==> src/rtl/tp_spi_pkg.sv <==
// tp_spi_pkg: shared types and constants for the touch-panel SPI responder.
//   - tp_resp_state_t: responder FSM states (encodings fixed for debug visibility)
//   - command byte field positions, default channel codes, noise LFSR seed
//   - tp_select_word: maps a channel address and touch state to a 12-bit word
package tp_spi_pkg;

  typedef enum logic [2:0] {
    IDLE       = 3'd0,
    WAIT_START = 3'd1,
    CMD        = 3'd2,
    BUSY_ST    = 3'd3,
    SHIFT      = 3'd4
  } tp_resp_state_t;

  // Control byte layout: S A2 A1 A0 MODE SER/DFR PD1 PD0
  localparam int CMD_START    = 7;
  localparam int CMD_ADDR_MSB = 6;
  localparam int CMD_ADDR_LSB = 4;
  localparam int CMD_MODE     = 3;
  localparam int CMD_SER      = 2;
  localparam int CMD_PD_MSB   = 1;
  localparam int CMD_PD_LSB   = 0;

  localparam logic [2:0]  X_CHAN_DEF = 3'b001;
  localparam logic [2:0]  Y_CHAN_DEF = 3'b101;
  localparam logic [15:0] LFSR_SEED  = 16'hACE1;
  localparam int          DATA_W     = 12;

  // No touch reads as zero on every channel; unknown channels read as zero.
  function automatic logic [DATA_W-1:0] tp_select_word(
    input logic [2:0]        addr,
    input logic              touch,
    input logic [DATA_W-1:0] x_val,
    input logic [DATA_W-1:0] y_val,
    input logic [2:0]        x_chan,
    input logic [2:0]        y_chan
  );
    logic [DATA_W-1:0] w;
    w = '0;
    if (touch) begin
      if (addr == x_chan)      w = x_val;
      else if (addr == y_chan) w = y_val;
    end
    return w;
  endfunction

endpackage

==> src/rtl/tp_spi_edge_sync.sv <==
// tp_spi_edge_sync: multi-flop synchronizer with single-cycle edge pulses.
//   Clock, Resetn : system clock, async active-low reset
//   d             : asynchronous input
//   q             : synchronized level (last synchronizer stage)
//   rise, fall    : one-Clock pulses when q differs from its registered copy
module tp_spi_edge_sync #(
  parameter int   STAGES    = 2,
  parameter logic RESET_VAL = 1'b0
) (
  input  logic Clock,
  input  logic Resetn,
  input  logic d,
  output logic q,
  output logic rise,
  output logic fall
);

  logic [STAGES-1:0] sync_q;
  logic              prev_q;

  always_ff @(posedge Clock or negedge Resetn) begin
    if (!Resetn) begin
      sync_q <= {STAGES{RESET_VAL}};
      prev_q <= RESET_VAL;
    end else begin
      sync_q <= {sync_q[STAGES-2:0], d};
      prev_q <= sync_q[STAGES-1];
    end
  end

  assign q    = sync_q[STAGES-1];
  assign rise = q & ~prev_q;
  assign fall = ~q & prev_q;

endmodule

==> src/rtl/tp_spi_responder.sv <==
// tp_spi_responder: ADS7843-style touch-panel ADC emulator (SPI responder).
//   Clock, Resetn        : system clock, async active-low reset
//   TP_SCLK_I/MOSI_I/SS_N_I : SPI from the initiator (SCLK idles low)
//   TP_MISO_O, TP_BUSY_O : conversion data and busy flag, updated on SCLK fall
//   TP_PENIRQ_N_O        : active-low pen interrupt
//   Touch_I, X/Y_Coord_I : stimulus for the emulated panel
//   Last_Cmd_O           : most recent complete control byte
//   Conv_Count_O         : completed (non-aborted) conversions, wrapping
//   State_O              : current FSM state (tp_resp_state_t encoding)
// Optional build macro TP_RESP_JITTER_EN adds LFSR noise on data bits [1:0].
//
// Link protocol: the initiator drives MOSI while SCLK is low; the responder
// samples it on the synchronized SCLK rise. MISO/BUSY are driven on the
// synchronized SCLK fall, so they are stable at the following rise. SS_N high
// aborts any transaction. There is no other handshake.
module tp_spi_responder
  import tp_spi_pkg::*;
#(
  parameter int         SYNC_STAGES = 2,
  parameter logic [2:0] X_CHAN      = X_CHAN_DEF,
  parameter logic [2:0] Y_CHAN      = Y_CHAN_DEF
) (
  input  logic        Clock,
  input  logic        Resetn,
  input  logic        TP_SCLK_I,
  input  logic        TP_MOSI_I,
  input  logic        TP_SS_N_I,
  output logic        TP_MISO_O,
  output logic        TP_BUSY_O,
  output logic        TP_PENIRQ_N_O,
  input  logic        Touch_I,
  input  logic [11:0] X_Coord_I,
  input  logic [11:0] Y_Coord_I,
  output logic [7:0]  Last_Cmd_O,
  output logic [15:0] Conv_Count_O,
  output logic [2:0]  State_O
);

  logic sclk_q, sclk_rise, sclk_fall;
  logic mosi_q, mosi_rise, mosi_fall;
  logic ssn_q, ssn_rise, ssn_fall;

  tp_spi_edge_sync #(.STAGES(SYNC_STAGES), .RESET_VAL(1'b0)) u_sync_sclk (
    .Clock(Clock), .Resetn(Resetn), .d(TP_SCLK_I),
    .q(sclk_q), .rise(sclk_rise), .fall(sclk_fall));
  tp_spi_edge_sync #(.STAGES(SYNC_STAGES), .RESET_VAL(1'b0)) u_sync_mosi (
    .Clock(Clock), .Resetn(Resetn), .d(TP_MOSI_I),
    .q(mosi_q), .rise(mosi_rise), .fall(mosi_fall));
  tp_spi_edge_sync #(.STAGES(SYNC_STAGES), .RESET_VAL(1'b1)) u_sync_ssn (
    .Clock(Clock), .Resetn(Resetn), .d(TP_SS_N_I),
    .q(ssn_q), .rise(ssn_rise), .fall(ssn_fall));

  // Only the SCLK edges and the MOSI/SS_N levels drive the FSM.
  logic sync_unused;
  assign sync_unused = ^{sclk_q, mosi_rise, mosi_fall, ssn_rise, ssn_fall};

  tp_resp_state_t state;
  logic [7:0]  cmd_sr;
  logic [2:0]  bit_cnt;
  logic [11:0] data_sr;
  logic [3:0]  bit_num;
  logic        mode8;
  logic        miso_r, busy_r, penirq_n_r;
  logic [7:0]  last_cmd_r;
  logic [15:0] conv_count_r;

  logic [7:0]  cmd_next;
  logic        latch_en;
  logic [11:0] base_word;
  logic [11:0] latched_word;
  logic [3:0]  last_bit;

  assign cmd_next  = {cmd_sr[6:0], mosi_q};
  assign latch_en  = !ssn_q && (state == CMD) && sclk_rise && (bit_cnt == 3'd7);
  assign base_word = tp_select_word(cmd_next[CMD_ADDR_MSB:CMD_ADDR_LSB], Touch_I,
                                    X_Coord_I, Y_Coord_I, X_CHAN, Y_CHAN);
  assign last_bit  = mode8 ? 4'd8 : 4'd12;

`ifdef TP_RESP_JITTER_EN
  // Fibonacci LFSR x^16+x^14+x^13+x^11+1, stepped once per latched command.
  logic [15:0] lfsr;
  logic        is_xy;
  assign is_xy = (cmd_next[CMD_ADDR_MSB:CMD_ADDR_LSB] == X_CHAN) ||
                 (cmd_next[CMD_ADDR_MSB:CMD_ADDR_LSB] == Y_CHAN);

  always_ff @(posedge Clock or negedge Resetn) begin
    if (!Resetn) lfsr <= LFSR_SEED;
    else if (latch_en) lfsr <= {lfsr[14:0], lfsr[15] ^ lfsr[13] ^ lfsr[12] ^ lfsr[10]};
  end

  assign latched_word = base_word ^ {10'b0, (Touch_I && is_xy) ? lfsr[1:0] : 2'b00};
`else
  assign latched_word = base_word;
`endif

  always_ff @(posedge Clock or negedge Resetn) begin
    if (!Resetn) begin
      state        <= IDLE;
      cmd_sr       <= '0;
      bit_cnt      <= '0;
      data_sr      <= '0;
      bit_num      <= '0;
      mode8        <= 1'b0;
      miso_r       <= 1'b0;
      busy_r       <= 1'b0;
      last_cmd_r   <= '0;
      conv_count_r <= '0;
    end else if (ssn_q && state != IDLE) begin
      // Abort: an unfinished conversion is not counted.
      state  <= IDLE;
      miso_r <= 1'b0;
      busy_r <= 1'b0;
    end else begin
      case (state)
        IDLE: begin
          miso_r <= 1'b0;
          busy_r <= 1'b0;
          if (!ssn_q) state <= WAIT_START;
        end
        WAIT_START: begin
          // Leading zeros are discarded; the first sampled 1 is the start bit.
          if (sclk_rise && mosi_q) begin
            cmd_sr  <= 8'h01;
            bit_cnt <= 3'd1;
            state   <= CMD;
          end
        end
        CMD: begin
          if (sclk_rise) begin
            cmd_sr  <= cmd_next;
            bit_cnt <= 3'(bit_cnt + 3'd1);
            if (bit_cnt == 3'd7) begin
              last_cmd_r <= cmd_next;
              data_sr    <= latched_word;
              mode8      <= cmd_next[CMD_MODE];
              state      <= BUSY_ST;
            end
          end
        end
        BUSY_ST: begin
          // First fall raises BUSY, second fall drops it and presents the MSB.
          if (sclk_fall) begin
            if (!busy_r) begin
              busy_r <= 1'b1;
            end else begin
              busy_r  <= 1'b0;
              miso_r  <= data_sr[11];
              data_sr <= {data_sr[10:0], 1'b0};
              bit_num <= 4'd1;
              state   <= SHIFT;
            end
          end
        end
        SHIFT: begin
          // Rises are ignored here, so overlapped start bits are dropped.
          if (sclk_fall) begin
            if (bit_num == last_bit) begin
              miso_r       <= 1'b0;
              conv_count_r <= conv_count_r + 16'd1;
              state        <= WAIT_START;
            end else begin
              miso_r  <= data_sr[11];
              data_sr <= {data_sr[10:0], 1'b0};
              bit_num <= 4'(bit_num + 4'd1);
            end
          end
        end
        default: state <= IDLE;
      endcase
    end
  end

  // Pen interrupt follows the panel unless a conversion is in flight or the
  // last command asked for power-down interrupt disable (PD0=1).
  always_ff @(posedge Clock or negedge Resetn) begin
    if (!Resetn) begin
      penirq_n_r <= 1'b1;
    end else if (state == CMD || state == BUSY_ST || state == SHIFT) begin
      penirq_n_r <= 1'b1;
    end else if (state == IDLE || !last_cmd_r[CMD_PD_LSB]) begin
      penirq_n_r <= ~Touch_I;
    end else begin
      penirq_n_r <= 1'b1;
    end
  end

  assign TP_MISO_O     = miso_r;
  assign TP_BUSY_O     = busy_r;
  assign TP_PENIRQ_N_O = penirq_n_r;
  assign Last_Cmd_O    = last_cmd_r;
  assign Conv_Count_O  = conv_count_r;
  assign State_O       = state;

endmodule

==> config.mk <==
export PLATFORM = sky130hd
export DESIGN_NAME = tp_spi_responder
export DESIGN_NICKNAME = d
export VERILOG_FILES = /design/src/rtl/tp_spi_pkg.sv /design/src/rtl/tp_spi_edge_sync.sv /design/src/rtl/tp_spi_responder.sv
export SDC_FILE = /design/constraint.sdc
export NUM_CORES = 1
export LEC_CHECK = 0
export ABC_AREA = 1
export BUFFER_PORTS_ARGS = -buffer_cell sky130_fd_sc_hd__buf_2
export CORE_MARGIN = 2
export CORE_UTILIZATION = 60
export CTS_CLUSTER_SIZE = 30
export DETAILED_ROUTE_END_ITERATION = 8
export PLACE_DENSITY = 0.85
export SETUP_SLACK_MARGIN = 0.5
export SYNTH_ARGS = -nofsm -noshare
export SYNTH_HDL_FRONTEND = slang
export SYNTH_SLANG_ARGS = --single-unit
export TNS_END_PERCENT = 5
==> constraint.sdc <==
create_clock -name Clock -period 3.6 [get_ports Clock]
set_input_delay 0.36 -clock Clock [delete_from_list [all_inputs] [get_ports Clock]]
set_output_delay 0.36 -clock Clock [all_outputs]
set_load 0.05 [all_outputs]
==> out/results.ini, run 1 <==
[drt]
route.detailed.drc = 0
drt-initial-drc-count = 256
vias = 3082
vias_per_cell = 5.36
firstDrtPassIters = 5
routedWlPerCell_um = 13.1
wl_um = 7510
ant_nets = 0

[clock_tree]
path_clk_slew_ns = 0.07
cts-root-buf = clkbuf_8
cts_buffer_depth = 2
cts_resized = 0
cts.sink_count = 63
cts_tree = done
htree_num_levels = 3
clock_latency_ns = 0.34
post_cts_buffers = 0
cts_hold_buf = 0
numCtsBuffers = 9

[synthesis]
synth-seq-cells = 63
synth_top_area_share_pct = 44.8
ys_warn_count = 0
synth-seq-area-share_pct = 47.2
synth_area_um2 = 3350
synth_area_leaders = dfrtp_1 (45%), nand2_1 (19%), nand3_1 (6.0%), inv_1 (4.7%), o21ai_0 (4.3%)
synth_cell_types = 27
netlist.top_cell.by_area = dfrtp_1
syn_nets = 476
synth.avg_cell_area_um2 = 7.59
synth_cells = 441

[global_route]
grt_usage_pct = 25.8
grt_overflow = 0
grt_pass1_vias = 2727
antenna_found_initial = 0
grt_first_pass_wirelength_um = 12600
grt_max_degree = 41

[timing]
finClkSkew_ns = 0.00881
setup_violations = 0
tightest_slew_ns = 0.871
slew-limit-headroom_pct = 41.9
fmax_ghz = 0.402
rsz0062_at_grt = no
period_needed_ns = 2.49
period_share_pct = 69.1
finalSetupTns_ns = 0
finalHoldViolations = 0
slew_violations = 0

[pwr]
p_per_area_nw_per_um2 = 576
sequentialPowerShare_pct = 38.8
p_int_mw = 1.45
p_sw_share_pct = 35.7
leakagePower_nw = 2.08
p_sw_uw = 804
power.total_mw = 2.25
power_frac_comb_pct = 27.8
peakVddDrop_uv = 430
power.share.clock_pct = 33.4

[floorplanning]
rows = 27
ios = 60
die-area_um2 = 6190
design.core.area_um2 = 5440
die_h_um = 78.7
start_util_pct = 61.6
die_x_um = 78.7

[hold_path]
min_path_type = input port to register
whs_endpoint = u_sync_ssn.sync_q[0]$_DFF_PN1_
holdPathStages = 1
worstHoldStart = TP_SS_N_I

[layout]
antenna_cells = 0
final_common_cell = nand2_1
fin_nets = 533
drive_gt1_share_pct = 18.1
layout_common_cells = nand2_1 (166), dfrtp_1 (60), buf_2 (59)
area_growth_syn_to_layout_pct = 16.9
final_cells = 575

[setup_path]
path_class = register to register
worst_setup_path_end_kind = register
critPathRequiredTime_ns = 3.83
reg2reg_slack_ns = 1.11
startpoint_type = register
reg2reg_to = data_sr[1]$_DFFE_PN0P_
arrival_ns = 2.71
critPathMaxFanout = 15
rr_startpoint = State_O[1]$_DFFE_PN0P_
rr_worst_depth = 8

[place]
dp_cells = 559
place.gp.congestion = 0.965
post-dp-hpwl_um = 5280
portBuffers = 59

[job]
maxCapViolCount = 0

[status]
status = complete, no violations

==> logic make-up after synthesis <==
kind of cell	share of synthesized area [%]
AOI/OAI and AO/OA	6.24
xor gates and xnor gates	3.40
adders and majority gates	1.87
buffers and inverters	7.36
DFF	47.2
muxes	0.336
and+or+nand+nor	33.6
==> state kept, by name, indices dropped and copies added, names as in the netlist <==
signal / cells
Conv_Count_O: 16
data_sr: 12
Last_Cmd_O: 8
cmd_sr: 7
bit_num: 4
State_O: 3
bit_cnt: 3
u_sync_mosi.sync_q: 2
u_sync_sclk.sync_q: 2
u_sync_ssn.sync_q: 2
TP_BUSY_O: 1
TP_MISO_O: 1
TP_PENIRQ_N_O: 1
u_sync_sclk.prev_q: 1
==> worst max path at each step <==
stage                                 startpoint                       to
after floorplan           State_O[2]$_DFFE_PN0P_  data_sr[10]$_DFFE_PN0P_
after global placement    State_O[2]$_DFFE_PN0P_   data_sr[3]$_DFFE_PN0P_
after detailed placement  State_O[1]$_DFFE_PN0P_   data_sr[9]$_DFFE_PN0P_
after CTS                 State_O[1]$_DFFE_PN0P_   data_sr[4]$_DFFE_PN0P_
after global routing      State_O[2]$_DFFE_PN0P_   data_sr[5]$_DFFE_PN0P_
final                     State_O[1]$_DFFE_PN0P_   data_sr[1]$_DFFE_PN0P_
==> synthesized netlist by cell type <==
cell type	instances
nand4_1	16
nor2_1	20
a31oi_1	1
nand2_1	166
nand2_2	3
dfstp_2	3
o22ai_1	6
xor2_1	10
or2_2	2
buf_2	8
nor2_4	1
ha_1	5
clkbuf_1	4
inv_1	42
buf_4	2
nor3_1	8
nor3_4	1
inv_2	2
a21oi_1	4
o21ai_0	29
xnor2_1	3
nand4_2	1
mux2_2	1
nand3_1	40
nand3b_1	2
dfrtp_1	60
buf_6	1
==> per-layer routing <==
metal  wire length [um]  track usage [%]
met3                558             3.98
met1               3480             36.9
met5                  0                0
met2               3370             39.8
met4                104             10.5
==> layout make-up <==
class | instances | area, um2
sequential | 63 | 1580
fill | 416 | 1530
multi-input combinational | 319 | 1520
timing repair buffer | 61 | 310
inverter | 44 | 165
clock buffer | 10 | 138
clock inverter | 6 | 108
tap | 72 | 90.1
==> power groups by stage <==
stage | sequential (mW) | combinational (mW) | clock [mW]
6_report | 0.876 | 0.626 | 0.753
5_1_grt | 0.885 | 0.693 | 0.791
4_1_cts | 0.874 | 0.620 | 0.759
3_5_place_dp | 0.887 | 0.616 | 0
3_3_place_gp | 0.880 | 0.596 | 0
2_1_floorplan | 0.944 | 0.430 | 0
==> stage by stage <==
stage | util, % | area (um2) | setup WS [ns] | hold slack (ns)
floorplan | - | 3350 | 1.71 | 0.0644
global placement | 67.4 | 3670 | 1.30 | 0.333
detailed placement | 67.4 | 3670 | 1.20 | 0.336
CTS | 71.9 | 3910 | 1.18 | 0.104
global route | 71.9 | 3910 | 0.857 | 0.101
finish | 71.9 | 3910 | 1.11 | 0.113
==> worst max-delay path, stage by stage, from the launching register on <==
cell,delay (ns)
dfrtp_1,0.47
nor2_4,0.18
nand2_1,0.12
nand2_2,0.24
nand2_1,0.11
nor2_1,0.61
nand2_1,0.43
nand2_1,0.15
nand2_1,0.06
Note: power is estimated with default switching activity, not from simulation.
==> run 2, diff against run 1 <==
- CORE_UTILIZATION: 60 -> 56
- PLACE_DENSITY: 0.85 -> 0.8
- clock period: 3.6 -> 2.3 ns (I/O delays scaled with it)
==> run 2 against run 1 <==
Die area is 6.8% higher. Sequential share of layout area is 1.4 points lower. First-iteration DRC count is 9.0% higher. Non-clock buffer count is 16 higher. Worst hold slack better by 0.13 ns. Register-to-register slack worse by 0.55 ns. Critical path type unchanged. Design area is 3.8% higher. Maximum frequency is 43% higher.
==> out/results.ini, run 2 (synthesis gave the netlist of run 1 again) <==
[drt]
vias = 3159  ; was 3082
routedWlPerCell_um = 13.3  ; was 13.1 um
ant_nets = 0  ; unchanged
wl_um = 7900  ; was 7510 um
dr_wl_met3_um = 468  ; was 558 um
met2_length_um = 3610  ; was 3370 um
route.detailed.drc = 0  ; unchanged
dr.max_layer_used = met4  ; unchanged
drt-initial-drc-count = 279  ; was 256
wl_met1_um = 3660  ; was 3480 um
firstDrtPassIters = 4  ; was 5
vias_per_cell = 5.32  ; was 5.36

[job]
maxCapViolCount = 0  ; unchanged

[layout]
layout_common_cells = nand2_1 (164), buf_2 (59), dfrtp_1 (58)  ; was nand2_1 (166), dfrtp_1 (60), buf_2 (59)
final_common_cell = nand2_1  ; unchanged
largest_register_ffs = 16  ; unchanged
final_cells = 594  ; was 575
fin_nets = 549  ; was 533
drive_gt1_share_pct = 22.4  ; was 18.1%
area_growth_syn_to_layout_pct = 21.3  ; was 16.9%
antenna_cells = 0  ; unchanged

[hold_path]
worstHoldStart = Touch_I  ; was TP_SS_N_I
min_path_type = input port to register  ; unchanged
whs_endpoint = TP_PENIRQ_N_O$_DFF_PN1_  ; was u_sync_ssn.sync_q[0]$_DFF_PN1_
holdPathStages = 4  ; was 1

[timing]
tightest_slew_ns = 0.681  ; was 0.871 ns
slew_violations = 0  ; unchanged
fmax_ghz = 0.575  ; was 0.402 GHz
slew-limit-headroom_pct = 54.6  ; was 41.9%
finalHoldViolations = 0  ; unchanged
finClkSkew_ns = 0.0105  ; was 0.00881 ns
setup_violations = 0  ; unchanged
period_share_pct = 75.6  ; was 69.1%
period_needed_ns = 1.74  ; was 2.49 ns
finalSetupTns_ns = 0  ; unchanged
rsz0062_at_grt = yes  ; was no

[setup_path]
critPathRequiredTime_ns = 2.52  ; was 3.83 ns
cp_num_buf_inv = 3  ; was 0
reg2reg_slack_ns = 0.56  ; was 1.11 ns
path_common_cell = nand2_1  ; unchanged
reg2reg_to = bit_cnt[0]$_DFFE_PN0P_  ; was data_sr[1]$_DFFE_PN0P_
slowest_delay_ns = 0.43  ; was 0.61 ns
crit_family = buffers and inverters  ; was simple AND/OR/NAND/NOR gates
path_class = register to register  ; unchanged
rr_startpoint = State_O[2]$_DFFE_PN0P_  ; was State_O[1]$_DFFE_PN0P_
worstPathCellList = inv_1, nand3_2, inv_2, nand2_1, nand2_1, nor2_4, buf_4, mux2_2  ; was nor2_4, nand2_1, nand2_2, nand2_1, nor2_1, nand2_1, nand2_1, nand2_1
startpoint_type = register  ; unchanged
cp_slowest_cell = dfrtp_2  ; was nor2_1
arrival_ns = 1.96  ; was 2.71 ns
worst_setup_path_end_kind = register  ; unchanged
critPathMaxFanout = 8  ; was 15
rr_worst_depth = 8  ; unchanged

[global_route]
grt_first_pass_wirelength_um = 12500  ; was 12600 um
grt_usage_pct = 24.6  ; was 25.8%
grt_overflow = 0  ; unchanged
grt_pass1_vias = 2772  ; was 2727
grt_max_degree = 36  ; was 41
antenna_found_initial = 0  ; unchanged

[floorplanning]
die_x_um = 81.3  ; was 78.7 um
design.core.area_um2 = 5850  ; was 5440 um2
die_h_um = 81.3  ; was 78.7 um
ios = 60  ; unchanged
start_util_pct = 57.2  ; was 61.6%
die-area_um2 = 6610  ; was 6190 um2
rows = 28  ; was 27

[clock_tree]
cts-root-buf = clkbuf_8  ; unchanged
numCtsBuffers = 9  ; unchanged
path_clk_slew_ns = 0.08  ; was 0.07 ns
cts_buffer_depth = 2  ; unchanged
cts.sink_count = 63  ; unchanged
htree_num_levels = 3  ; unchanged
cts_tree = done  ; unchanged
clock_latency_ns = 0.34  ; about the same

[pwr]
peakVddDrop_uv = 513  ; was 430 uV
leakagePower_nw = 2.13  ; was 2.08 nW
p_per_area_nw_per_um2 = 833  ; was 576 nW/um2
power.total_mw = 3.38  ; was 2.25 mW

[place]
post-dp-hpwl_um = 5350  ; was 5280 um
dp_cells = 569  ; was 559
place.gp.congestion = 0.862  ; was 0.965
portBuffers = 59  ; unchanged

[status]
status = complete, no violations  ; unchanged

run 2: through the flow:
step / setup WS [ns] / hold WS (ns) / instance area [um2] / util, %
global placement: 0.0965 / 0.295 / 3740 / 63.9
floorplan: 0.524 / -0.0656 / 3350 / -
detailed placement: 0.0192 / 0.300 / 3740 / 63.9
global route: 0.446 / 0.247 / 4060 / 69.4
CTS: 0.426 / 0.202 / 3970 / 67.9
finish: 0.560 / 0.242 / 4060 / 69.4
run 2: per-layer routing:
layer	up-vias	global-route usage (%)
met3	18	5.89
met4	0	10.3
met2	125	37.4
met1	1451	33.7
li1	1565	-
met5	-	0
run 2: how the worst max path moves through the flow:
stage                           start                         to  slack (ns)  cells after the start
4_1_cts        State_O[1]$_DFFE_PN0P_  Last_Cmd_O[2]$_DFFE_PN0P_        0.43                      7
3_3_place_gp   bit_num[0]$_DFFE_PN0P_     data_sr[6]$_DFFE_PN0P_         0.1                     10
6_report       State_O[2]$_DFFE_PN0P_     bit_cnt[0]$_DFFE_PN0P_        0.56                      8
2_1_floorplan  State_O[0]$_DFFE_PN0P_     State_O[0]$_DFFE_PN0P_        0.52                      8
5_1_grt        State_O[2]$_DFFE_PN0P_     bit_cnt[0]$_DFFE_PN0P_        0.45                      8
3_5_place_dp   bit_num[0]$_DFFE_PN0P_     data_sr[1]$_DFFE_PN0P_        0.02                     10
run 2: tightest hold or removal path, cell delays in order:
cell and delay, ns:
buf_2 0.07, inv_1 0.08, a21oi_1 0.14, nand2_1 0.06
run 2: timing repair:
action,4_1_cts,5_1_grt
hold buffers,4,0
endpoints found under the setup margin,36,51
setup buffers,0,5
resized for setup,5,17
hold endpoints to repair,28,0
pin swaps,0,2
run 2: area by class of cell:
type                    instances  area [um2]
clock buffers                  13         159
clock inverters                 3        17.5
fillers                       474        1790
inverters                      44         166
multi-input cells             319        1590
flip-flops and latches         63        1580
well taps                      75        93.8
repair buffers                 77         453
run 2: report_power, final:
| group | switching [mW] | internal, mW | total, mW | leakage, nW |
|---|---|---|---|---|
| Sequential | 0.112 | 1.26 | 1.38 | 0.840 |
| Clock | 0.421 | 0.447 | 0.868 | 0.0894 |
| Combinational | 0.781 | 0.360 | 1.14 | 1.20 |
| Total | 1.31 | 2.07 | 3.38 | 2.13 |
==> run 3, diff against run 2 <==
- ABC_AREA: 1 -> 0
- CORE_UTILIZATION: 56 -> 50
- PLACE_DENSITY: 0.8 -> 0.76
- clock period: 2.3 -> 1.4 ns (I/O delays scaled with it)
==> run 3 against run 2 <==
The run now ends with setup timing left. Sequential power increased by 67%. Synthesized area decreased by 4.2%. Register-to-register slack got worse by 1.2 ns. Flip-flop and latch count unchanged. Clock skew about the same. Sequential share of layout area decreased by 6.1 points. Non-clock buffer count increased by 61. Total power increased by 86%. First-iteration DRC count decreased by 22%. Worst setup slack got worse by 1.2 ns.
==> out/results.ini, run 3 <==
[status]
violations = setup timing
status = finished, violations left  ; was complete, no violations

[setup_path]
cp_slowest_cell = nor4_1  ; was dfrtp_2
startpoint_type = register  ; unchanged
worst_setup_path_end_kind = register  ; unchanged
reg2reg_slack_ns = -0.60  ; was 0.56 ns
worstPathCellList = nor3b_1, nand4_2, nor4_1, xor2_1  ; was inv_1, nand3_2, inv_2, nand2_1, nand2_1, nor2_4, buf_4, mux2_2
path_class = register to register  ; unchanged
crit_family = simple AND/OR/NAND/NOR gates  ; was buffers and inverters
cp_num_buf_inv = 0  ; was 3
arrival_ns = 2.20  ; was 1.96 ns
path_depth = 4  ; was 8
slowest_delay_ns = 0.56  ; was 0.43 ns
critPathRequiredTime_ns = 1.61  ; was 2.52 ns
rr_worst_depth = 4  ; was 8
critPathMaxFanout = 6  ; was 8

[global_route]
grt_max_degree = 33  ; was 36
grt_pass1_vias = 2866  ; was 2772
grt_first_pass_wirelength_um = 14000  ; was 12500 um
grt_overflow = 0  ; unchanged
grt_usage_pct = 24.7  ; was 24.6%
antenna_found_initial = 0  ; unchanged

[synthesis]
ys.flop_type = dfrtp_1  ; unchanged
synth-seq-area-share_pct = 49.3  ; was 47.2%
synth_most_common_cell = dfrtp_1  ; was nand2_1
syn_nets = 328  ; was 476
synth_commonest_cells = dfrtp_1 (60), mux2i_1 (25), inv_1 (19)  ; was nand2_1 (166), dfrtp_1 (60), inv_1 (42)
synth_area_leaders = dfrtp_1 (47%), mux2i_1 (7.8%), mux2_2 (3.9%), xor2_1 (3.8%), a22o_1 (2.7%)  ; was dfrtp_1 (45%), nand2_1 (19%), nand3_1 (6.0%), inv_1 (4.7%), o21ai_0 (4.3%)
synth.avg_cell_area_um2 = 10.9  ; was 7.59 um2
synth_cells = 293  ; was 441
netlist.top_cell.by_area = dfrtp_1  ; unchanged
ys_warn_count = 0  ; unchanged
synth_edf_count = 0  ; unchanged
synth_area_um2 = 3210  ; was 3350 um2
synth_cell_types = 53  ; was 27
synth-seq-cells = 63  ; unchanged
async_flop_share_pct = 100  ; unchanged
synth_top_area_share_pct = 46.8  ; was 44.8%

[clock_tree]
htree_num_levels = 3  ; unchanged
cts.sink_count = 63  ; unchanged
cts-root-buf = clkbuf_8  ; unchanged
cts_buffer_depth = 2  ; unchanged
clock_latency_ns = 0.35  ; was 0.34 ns
numCtsBuffers = 9  ; unchanged
cts_tree = done  ; unchanged
path_clk_slew_ns = 0.07  ; was 0.08 ns

[timing]
finClkSkew_ns = 0.0102  ; was 0.0105 ns
worst_hold_slack_ns = 0.292  ; was 0.242 ns
rsz0062_at_grt = yes  ; unchanged
period_needed_ns = 2.00  ; was 1.74 ns
period_share_pct = 143  ; was 75.6%
setup_violations = 55  ; was 0
fmax_ghz = 0.501  ; was 0.575 GHz
slew_violations = 0  ; unchanged
finalWorstSetupSlack_ns = -0.597  ; was 0.560 ns
tightest_slew_ns = 0.537  ; was 0.681 ns
slew-limit-headroom_pct = 63.9  ; was 54.6%
finalHoldViolations = 0  ; unchanged

[pwr]
sequentialPowerShare_pct = 36.6  ; was 40.6%
power.share.clock_pct = 26.3  ; was 25.7%
leakagePower_nw = 2.26  ; was 2.13 nW
peakVddDrop_uv = 931  ; was 513 uV
power_frac_comb_pct = 37.1  ; was 33.7%
p_sw_share_pct = 34.7  ; was 38.8%
p_per_area_nw_per_um2 = 1310  ; was 833 nW/um2
p_sw_mw = 2.19  ; was 1.31 mW
p_int_mw = 4.11  ; was 2.07 mW

[floorplanning]
ios = 60  ; unchanged
die_h_um = 84.1  ; was 81.3 um
die-area_um2 = 7070  ; was 6610 um2
design.core.area_um2 = 6280  ; was 5850 um2
die_x_um = 84.1  ; was 81.3 um
rows = 29  ; was 28
start_util_pct = 51.1  ; was 57.2%

[layout]
layout_common_cells = dfrtp_1 (57), buf_4 (53), buf_6 (32)  ; was nand2_1 (164), buf_2 (59), dfrtp_1 (58)
largest_register_ffs = 16  ; unchanged
final_common_cell = dfrtp_1  ; was nand2_1
regArea_um2 = 1580  ; about the same
nFillCells = 350  ; was 474
multi_input_area_um2 = 1620  ; was 1590 um2
drive_gt1_share_pct = 45.5  ; was 22.4%
area_growth_syn_to_layout_pct = 50.1  ; was 21.3%
antenna_cells = 0  ; unchanged
fin_nets = 459  ; was 549
final_cell_area_um2 = 4820  ; was 4060 um2

[drt]
vias_per_cell = 5.88  ; was 5.32
firstDrtPassIters = 4  ; unchanged
drt-initial-drc-count = 217  ; was 279
wl_um = 9640  ; was 7900 um
route.detailed.drc = 0  ; unchanged
ant_nets = 0  ; unchanged
routedWlPerCell_um = 19.0  ; was 13.3 um
vias = 2977  ; was 3159

[hold_path]
holdPathStages = 5  ; was 4
min_path_type = input port to register  ; unchanged

[job]
maxCapViolCount = 0  ; unchanged

[place]
place_area_um2 = 3980  ; was 3740 um2
portBuffers = 59  ; unchanged
place.gp.congestion = 0.906  ; was 0.862
post-dp-hpwl_um = 5370  ; was 5350 um

## run 3: per-stage QoR
| stage | worst slack, ns | std cells | utilization (%) | total power, mW | TNS, ns |
|---|---|---|---|---|---|
| 2_1_floorplan | -0.877 | 293 | - | 3.33 | -30.94 |
| 3_3_place_gp | -0.449 | 472 | 63.4 | 3.97 | -15.71 |
| 3_5_place_dp | -0.556 | 472 | 63.4 | 4.05 | -17.29 |
| 4_1_cts | -0.441 | 496 | 73.1 | 5.89 | -16.87 |
| 5_1_grt | -0.627 | 506 | 76.7 | 6.55 | -23.68 |
| 6_report | -0.597 | 506 | 76.7 | 6.30 | -20.47 |
## run 3: layout make-up
type,instances,area share (%)
clock buffers,13,3.30
clock inverters,3,0.883
inverters,19,1.56
multi-input cells,193,33.6
flip-flops and latches,63,32.9
well taps,77,2.00
repair buffers,138,25.7
## run 3: path summary, 6_finish.rpt
kind	from	endpoint
worst max register to register	u_sync_sclk.prev_q$_DFF_PN0_	Conv_Count_O[14]$_DFFE_PN0P_
worst min-delay path	X_Coord_I[6]	data_sr[6]$_DFFE_PN0P_
max in group asynchronous	Resetn	TP_PENIRQ_N_O$_DFF_PN1_
min in group asynchronous	Resetn	data_sr[7]$_DFFE_PN0P_
worst max-delay path	u_sync_sclk.prev_q$_DFF_PN0_	Conv_Count_O[14]$_DFFE_PN0P_
worst min register to register	u_sync_mosi.sync_q[0]$_DFF_PN0_	u_sync_mosi.sync_q[1]$_DFF_PN0_
## run 3: cells by family (layout without fill, tap and decap cells)
| kind of cell | after synthesis | after routing | synth area share [%] |
|---|---|---|---|
| compound gates | 51 | 51 | 11.5 |
| xor+xnor | 18 | 18 | 4.91 |
| fa+ha+maj | 5 | 5 | 1.95 |
| buf+inv | 37 | 173 | 5.03 |
| flops | 63 | 63 | 49.3 |
| mux | 37 | 37 | 12.1 |
| simple gates | 82 | 82 | 15.2 |
## run 3: power by group through the flow
stage                     clock (mW)  sequential (mW)  combinational, mW
after global routing            1.74             2.33               2.48
after CTS                       1.64             2.28               1.97
final                           1.65             2.31               2.34
after floorplan                    0             2.44              0.896
after global placement             0             2.28               1.69
after detailed placement           0             2.29               1.76
## run 3: tightest hold or removal path: stages
cell and delay [ns]:
buf_2 0.09, mux2i_1 0.12, nor4_1 0.06, a21oi_1 0.11, mux2i_1 0.08
## run 3: metal layers
metal / share of wire (%) / track usage, %
met4: 3.4 / 10.3
met3: 5.5 / 4.55
met2: 52 / 40.3
met1: 40 / 32.5
met5: 0 / 0
## run 3: what timing repair did
action	4_1_cts	5_1_grt
resized for setup	102	34
hold buffers	5	0
hold endpoints to repair	64	0
setup buffers	3	10
setup endpoints to repair	86	86
pin swaps	15	5
